`config.mk`:
```
export PLATFORM = sky130hd
export DESIGN_NAME = msg_framer_flat
export DESIGN_NICKNAME = d
export VERILOG_FILES = /design/src/rtl/msg_framer_if.sv /design/src/rtl/msg_framer.sv /design/src/flat_wrapper.sv
export SDC_FILE = /design/constraint.sdc
export NUM_CORES = 1
export LEC_CHECK = 0
export CORE_ASPECT_RATIO = 2
export CORE_MARGIN = 5
export CORE_UTILIZATION = 25
export CTS_CLUSTER_SIZE = 24
export DETAILED_ROUTE_END_ITERATION = 10
export GPL_TIMING_DRIVEN = 0
export PLACE_DENSITY = 0.45
export SLEW_MARGIN = 20
export SYNTH_ARGS = -nofsm -noshare
export SYNTH_HDL_FRONTEND = slang
export SYNTH_SLANG_ARGS = --single-unit
```
`constraint.sdc`:
```
create_clock -name clk -period 4.7 [get_ports clk]
set_clock_uncertainty 0.15 [all_clocks]
set_input_delay 0.47 -clock clk [delete_from_list [all_inputs] [get_ports clk]]
set_output_delay 0.47 -clock clk [all_outputs]
set_load 0.005 [all_outputs]
```
`src/rtl/msg_framer_if.sv`:
```
`default_nettype none
// +----------------------------------------------------------------------------+
// | Module      : msg_framer_if                                                |
// | Description : Message-in / AXI-Stream-out bundle for msg_framer.           |
// |               master = framer side, slave = message source / stream sink.  |
// | Revision    : 1.0 - initial release                                        |
// +----------------------------------------------------------------------------+
interface msg_framer_if #(
  parameter int MAX_MSG_BYTES = 32,
  parameter int DATA_BYTES    = 8
);
  logic                       msg_valid;
  logic                       msg_ready;
  logic [15:0]                msg_length;
  logic [8*MAX_MSG_BYTES-1:0] msg_data;
  logic                       msg_error;

  logic                       m_tvalid;
  logic                       m_tready;
  logic [8*DATA_BYTES-1:0]    m_tdata;
  logic [DATA_BYTES-1:0]      m_tkeep;
  logic                       m_tlast;
  logic                       m_tuser;

  modport master (
    input  msg_valid, msg_length, msg_data, msg_error, m_tready,
    output msg_ready, m_tvalid, m_tdata, m_tkeep, m_tlast, m_tuser
  );

  modport slave (
    output msg_valid, msg_length, msg_data, msg_error, m_tready,
    input  msg_ready, m_tvalid, m_tdata, m_tkeep, m_tlast, m_tuser
  );
endinterface
`default_nettype wire

```
`src/rtl/msg_framer.sv`:
```
`default_nettype none
// +----------------------------------------------------------------------------+
// | Module      : msg_framer                                                   |
// | Description : Serializes one buffered parallel message (LSB-first) into    |
// |               DATA_BYTES-wide AXI-Stream beats with tkeep/tlast/tuser.     |
// |               Interface parameters must match the module parameters.       |
// | Revision    : 1.0 - initial release                                        |
// +----------------------------------------------------------------------------+
module msg_framer #(
  parameter int MAX_MSG_BYTES = 32,
  parameter int DATA_BYTES    = 8
) (
  input  logic         clk,
  input  logic         rst,
  msg_framer_if.master bus
);
  localparam int          c_BEATS   = MAX_MSG_BYTES / DATA_BYTES;
  localparam int          c_CNT_W   = $clog2(c_BEATS) + 1;
  localparam int          c_BUF_W   = 8 * MAX_MSG_BYTES;
  localparam int          c_BEAT_W  = 8 * DATA_BYTES;
  localparam logic [15:0] c_MAX_LEN = 16'(MAX_MSG_BYTES);

  localparam logic [0:0] S_IDLE = 1'b0;
  localparam logic [0:0] S_SEND = 1'b1;

  logic [0:0]            r_state;
  logic [c_BUF_W-1:0]    r_buf;
  logic [15:0]           r_len;
  logic [c_CNT_W-1:0]    r_nbeats;
  logic [c_CNT_W-1:0]    r_beat;
  logic                  r_err;
  logic                  r_msg_ready;
  logic                  r_tvalid;
  logic [c_BEAT_W-1:0]   r_tdata;
  logic [DATA_BYTES-1:0] r_tkeep;
  logic                  r_tlast;
  logic                  r_tuser;

  logic                  w_accept;
  logic [15:0]           w_acc_len;
  logic                  w_acc_err;
  logic [c_CNT_W-1:0]    w_acc_nbeats;

  logic [c_BUF_W-1:0]    w_src_data;
  logic [15:0]           w_src_len;
  logic [c_CNT_W-1:0]    w_src_nbeats;
  logic                  w_src_err;
  logic [c_CNT_W-1:0]    w_idx;
  logic [c_CNT_W-1:0]    w_word_idx;
  logic [c_BEAT_W-1:0]   w_word;
  logic [31:0]           w_base;
  logic [c_BEAT_W-1:0]   w_data;
  logic [DATA_BYTES-1:0] w_keep;
  logic                  w_last;
  logic                  w_user;

  // Message acceptance and its derived length / error / beat count.
  assign w_accept     = (r_state == S_IDLE) && r_msg_ready && bus.msg_valid;
  assign w_acc_len    = (bus.msg_length > c_MAX_LEN) ? c_MAX_LEN : bus.msg_length;
  assign w_acc_err    = bus.msg_error || (bus.msg_length > c_MAX_LEN) || (bus.msg_length == 16'd0);
  assign w_acc_nbeats = (w_acc_len == 16'd0) ? c_CNT_W'(1)
                      : c_CNT_W'((w_acc_len + 16'(DATA_BYTES - 1)) / 16'(DATA_BYTES));

  // Source of the next beat to register: the incoming message on accept,
  // otherwise the buffered message at the following beat index.
  always_comb begin
    w_src_data   = r_buf;
    w_src_len    = r_len;
    w_src_nbeats = r_nbeats;
    w_src_err    = r_err;
    w_idx        = r_beat + c_CNT_W'(1);
    if (r_state == S_IDLE) begin
      w_src_data   = bus.msg_data;
      w_src_len    = w_acc_len;
      w_src_nbeats = w_acc_nbeats;
      w_src_err    = w_acc_err;
      w_idx        = '0;
    end
  end

  // Past-the-end index only occurs when no further beat will be loaded.
  assign w_word_idx = (w_idx < c_CNT_W'(c_BEATS)) ? w_idx : '0;
  assign w_word     = w_src_data[c_BEAT_W*w_word_idx +: c_BEAT_W];
  assign w_base     = 32'(w_idx) * 32'(DATA_BYTES);

  // A lane is kept only while its absolute byte position is below the length;
  // dropped lanes are forced to zero.
  for (genvar j = 0; j < DATA_BYTES; j++) begin : g_lane
    assign w_keep[j]         = (w_base + 32'(j)) < 32'(w_src_len);
    assign w_data[8*j +: 8]  = w_keep[j] ? w_word[8*j +: 8] : 8'h00;
  end

  assign w_last = (w_idx == (w_src_nbeats - c_CNT_W'(1)));
  assign w_user = w_last && w_src_err;

  // Framing FSM: latch a message in IDLE, then present beats until tlast handshakes.
  always_ff @(posedge clk or negedge rst) begin
    if (!rst) begin
      r_state     <= S_IDLE;
      r_buf       <= '0;
      r_len       <= '0;
      r_nbeats    <= '0;
      r_beat      <= '0;
      r_err       <= 1'b0;
      r_msg_ready <= 1'b0;
      r_tvalid    <= 1'b0;
      r_tdata     <= '0;
      r_tkeep     <= '0;
      r_tlast     <= 1'b0;
      r_tuser     <= 1'b0;
    end else begin
      case (r_state)
        S_IDLE: begin
          r_msg_ready <= 1'b1;
          if (w_accept) begin
            r_buf       <= bus.msg_data;
            r_len       <= w_acc_len;
            r_nbeats    <= w_acc_nbeats;
            r_err       <= w_acc_err;
            r_beat      <= '0;
            r_msg_ready <= 1'b0;
            r_state     <= S_SEND;
            r_tvalid    <= 1'b1;
            r_tdata     <= w_data;
            r_tkeep     <= w_keep;
            r_tlast     <= w_last;
            r_tuser     <= w_user;
          end
        end
        S_SEND: begin
          if (bus.m_tready) begin
            if (r_tlast) begin
              r_state     <= S_IDLE;
              r_msg_ready <= 1'b1;
              r_tvalid    <= 1'b0;
              r_tdata     <= '0;
              r_tkeep     <= '0;
              r_tlast     <= 1'b0;
              r_tuser     <= 1'b0;
            end else begin
              r_beat  <= w_idx;
              r_tdata <= w_data;
              r_tkeep <= w_keep;
              r_tlast <= w_last;
              r_tuser <= w_user;
            end
          end
        end
        default: r_state <= S_IDLE;
      endcase
    end
  end

  assign bus.msg_ready = r_msg_ready;
  assign bus.m_tvalid  = r_tvalid;
  assign bus.m_tdata   = r_tdata;
  assign bus.m_tkeep   = r_tkeep;
  assign bus.m_tlast   = r_tlast;
  assign bus.m_tuser   = r_tuser;
endmodule
`default_nettype wire

```
`src/flat_wrapper.sv`:
```
// flat-port wrapper written by rule: the top's interface ports become plain ports
module msg_framer_flat 
#(
  parameter int MAX_MSG_BYTES = 32,
  parameter int DATA_BYTES    = 8
)
  (clk, rst, bus_msg_valid, bus_msg_length, bus_msg_data, bus_msg_error, bus_m_tready, bus_msg_ready, bus_m_tvalid, bus_m_tdata, bus_m_tkeep, bus_m_tlast, bus_m_tuser);
  msg_framer_if #(.MAX_MSG_BYTES(MAX_MSG_BYTES), .DATA_BYTES(DATA_BYTES)) bus_i ();
  input  logic clk;
  input  logic rst;
  input wire logic [$bits(bus_i.msg_valid)-1:0] bus_msg_valid;
  input wire logic [$bits(bus_i.msg_length)-1:0] bus_msg_length;
  input wire logic [$bits(bus_i.msg_data)-1:0] bus_msg_data;
  input wire logic [$bits(bus_i.msg_error)-1:0] bus_msg_error;
  input wire logic [$bits(bus_i.m_tready)-1:0] bus_m_tready;
  output wire logic [$bits(bus_i.msg_ready)-1:0] bus_msg_ready;
  output wire logic [$bits(bus_i.m_tvalid)-1:0] bus_m_tvalid;
  output wire logic [$bits(bus_i.m_tdata)-1:0] bus_m_tdata;
  output wire logic [$bits(bus_i.m_tkeep)-1:0] bus_m_tkeep;
  output wire logic [$bits(bus_i.m_tlast)-1:0] bus_m_tlast;
  output wire logic [$bits(bus_i.m_tuser)-1:0] bus_m_tuser;
  assign bus_i.msg_valid = bus_msg_valid;
  assign bus_i.msg_length = bus_msg_length;
  assign bus_i.msg_data = bus_msg_data;
  assign bus_i.msg_error = bus_msg_error;
  assign bus_i.m_tready = bus_m_tready;
  assign bus_msg_ready = bus_i.msg_ready;
  assign bus_m_tvalid = bus_i.m_tvalid;
  assign bus_m_tdata = bus_i.m_tdata;
  assign bus_m_tkeep = bus_i.m_tkeep;
  assign bus_m_tlast = bus_i.m_tlast;
  assign bus_m_tuser = bus_i.m_tuser;
  msg_framer #(.MAX_MSG_BYTES(MAX_MSG_BYTES), .DATA_BYTES(DATA_BYTES)) u_core (.clk(clk), .rst(rst), .bus(bus_i));
endmodule
```
==> flow_summary.ini <==
[final_layout]
final_cell_area_um2 = 22000
final_common_cell = nand2_1
area_growth_pct = 36.8
fin_util_pct = 34.5
drive_above_1_share_pct = 4.36
fillerInstances = 6652
layout_common_cells = nand2_1, dfrtp_1, clkdlybuf4s50_1
final_nets = 2505

[synthesis]
seq_area_frac_synth_pct = 55.4
synthTopCellsByArea = dfrtp_1, nand2_1, a32o_1
synth_cell_types = 55
syn_nets = 2110
async_reset_ff_share_pct = 100
synth_largest_area_cell = dfrtp_1
synthFlopType = dfrtp_1
synth_top_area_share_pct = 55.4
yosys_warnings = 0
syn_area_per_cell_um2 = 8.80
synth_cells = 1827
synth_seq_cells = 356
synth_edf_count = 0
netlist_area_um2 = 16100

[die]
die_area_um2 = 69800
rows = 131
initial_utilization_pct = 25.2
io_pins = 353
core_area_um2 = 63800
die_x_um = 189
die_h_um = 369

[grt]
grt_pass1_vias = 15400
antenna_found_initial = 24
track_usage_pct = 19.3
gr-total-overflow = 0
grt_pass1_wl_um = 101000
grt_start_max_net_pins = 95

[cts]
insertion_delay_ns = 0.56
cts_sinks = 356
htree_levels = 2
cts_tree = done
cts_made_buffers = 38
clock-root-buffer = clkbuf_16
cts_max_path_buffers = 3
clk_pin_slew_ns = 0.06

[sta]
fmax_ghz = 0.238
maxSlewViolCount = 0
worst_slew_pin_slew_ns = 1.02
setup_slack_ns = 0.495
rsz0062_at_grt = false
min_period_ns = 4.20
slew_headroom_pct = 32.3
final-hold-violation-count = 0
setup_viol = 0
fin_tns_setup_ns = 0
fin_crit_sh_pct = 89.5

[routing]
wl_per_cell_um = 22.4
dr_total_vias = 14400
drtAntennaViolNets = 0
drt_iter0_markers = 806
drt_first_pass_iters = 5
vias_per_cell = 4.71
drc = 0
routed_wirelength_um = 68500

[power]
worst_ir_drop_vdd_mv = 0.352
p_per_area_nw_per_um2 = 734
leakage_nw = 10.3

[setup_path]
required_ns = 5.03
cp_max_fo = 19
critPathArrivalTime_ns = 4.54
critPathLaunchType = register
critPathCaptureType = register
path_class = register to register

[hold_path]
hp-class = input port to register

[place]
postPlaceCellArea_um2 = 20700
dp_hpwl_um = 53000
io_buffer_count = 351
gp_congestion = 0.844
pre_cts_ws_ns = -0.161

[flow_run]
cap_viol_max_count = 0

[outcome]
status = complete, no violations
layer usage:
metal	track usage (%)	up-vias	routed length [um]	share of wire, %
met2	34.5	449	34900	51
met5	0	-	163	0.24
met4	6.59	22	2330	3.4
met3	4.84	112	4330	6.3
li1	-	6856	-	-
met1	22.4	6967	26700	39
layout make-up:
| cell class | count | area, um^2 | share of cell area (%) |
|---|---|---|---|
| inverters | 6 | 22.5 | 0.102 |
| repair buffers | 357 | 3650 | 16.6 |
| diodes | 14 | 35.0 | 0.159 |
| clock inverters | 8 | 76.3 | 0.347 |
| clock buffers | 56 | 1150 | 5.24 |
| multi-input cells | 1343 | 6680 | 30.3 |
| flip-flops and latches | 356 | 8910 | 40.5 |
| well taps | 798 | 998 | 4.54 |
| plain buffers | 120 | 485 | 2.21 |
worst max-delay path, stage by stage, from the launching register on:
cell     delay (ns)
dfrtp_1        0.36
buf_2          0.23
inv_1          0.10
buf_2          0.45
buf_1          0.58
o21ai_0        0.20
ha_1           0.32
a21o_1         0.18
a221o_1        0.43
a31o_2         0.31
a32oi_2        0.53
a32o_1         0.26
kinds of logic after synthesis:
group           Yosys count  share of synthesized area, %
simple gates           1055                          25.9
flops                   356                          55.4
compound gates          241                          12.6
buf+inv                 128                          3.17
mux                      36                          2.26
fa+ha+maj                 6                         0.467
xor+xnor                  5                         0.272
power breakdown:
part | internal, mW | switching, mW | leakage [nW]
logic | 3.03 | 4.83 | 5.26
registers | 4.44 | 0.777 | 4.48
clock network | 1.75 | 1.32 | 0.601
total | 9.22 | 6.93 | 10.3
synth_stat cells, types with 5 or more instances:
library cell / number
a211o_1: 41
a21o_1: 6
a21oi_1: 10
a221o_1: 9
a22o_1: 41
a31oi_1: 5
a32o_1: 55
and2_1: 13
buf_1: 9
buf_2: 13
clkbuf_1: 98
dfrtp_1: 356
ha_1: 6
inv_1: 6
mux2i_1: 33
nand2_1: 923
nand3_1: 55
nor2_1: 38
nor3_1: 5
o211ai_1: 18
o21ai_0: 32
flip-flops by register name, indices dropped and copies added (netlist names):
register	flops
u_core.bus.m_tvalid	1
u_core.r_state	1
u_core.r_buf	256
u_core.r_nbeats	3
u_core.bus.m_tdata	64
u_core.bus.m_tuser	1
u_core.r_len	16
u_core.bus.msg_ready	1
u_core.bus.m_tkeep	8
u_core.r_err	1
u_core.bus.m_tlast	1
u_core.r_beat	3
through the flow:
step                power, mW  hold WS, ns  cells
CTS                      16.5        0.114   3044
detailed placement       13.3        0.220   2980
global placement         13.2        0.307   2976
floorplan                9.63       0.0244   1827
global route             17.4        0.144   3045
finish                   16.1        0.144   3058
what timing repair did:
action	4_1_cts	5_1_grt
pin swaps	0	1
cloned	0	0
endpoints found under the hold margin	32	0
resized for setup	0	1
hold buffers	1	0
endpoints found under the setup margin	39	26
buffers inserted	0	1
worst paths after layout:
kind | startpoint | to | slack [ns] | depth (start not counted)
worst max-delay path | u_core.r_state | u_core.bus.m_tdata[50] | 0.50 | 11
min in group asynchronous | rst | u_core.r_buf[182] | 0.23 | 2
max in group asynchronous | rst | u_core.bus.m_tdata[21] | 2.85 | 4
worst min register to register | u_core.bus.m_tkeep[1] | u_core.bus.m_tkeep[1] | 0.32 | 2
worst max register to register | u_core.r_state | u_core.bus.m_tdata[50] | 0.50 | 11
worst min-delay path | bus_msg_length[4] | u_core.r_len[4] | 0.14 | 3
No activity file was read; power rests on OpenSTA's default activity.
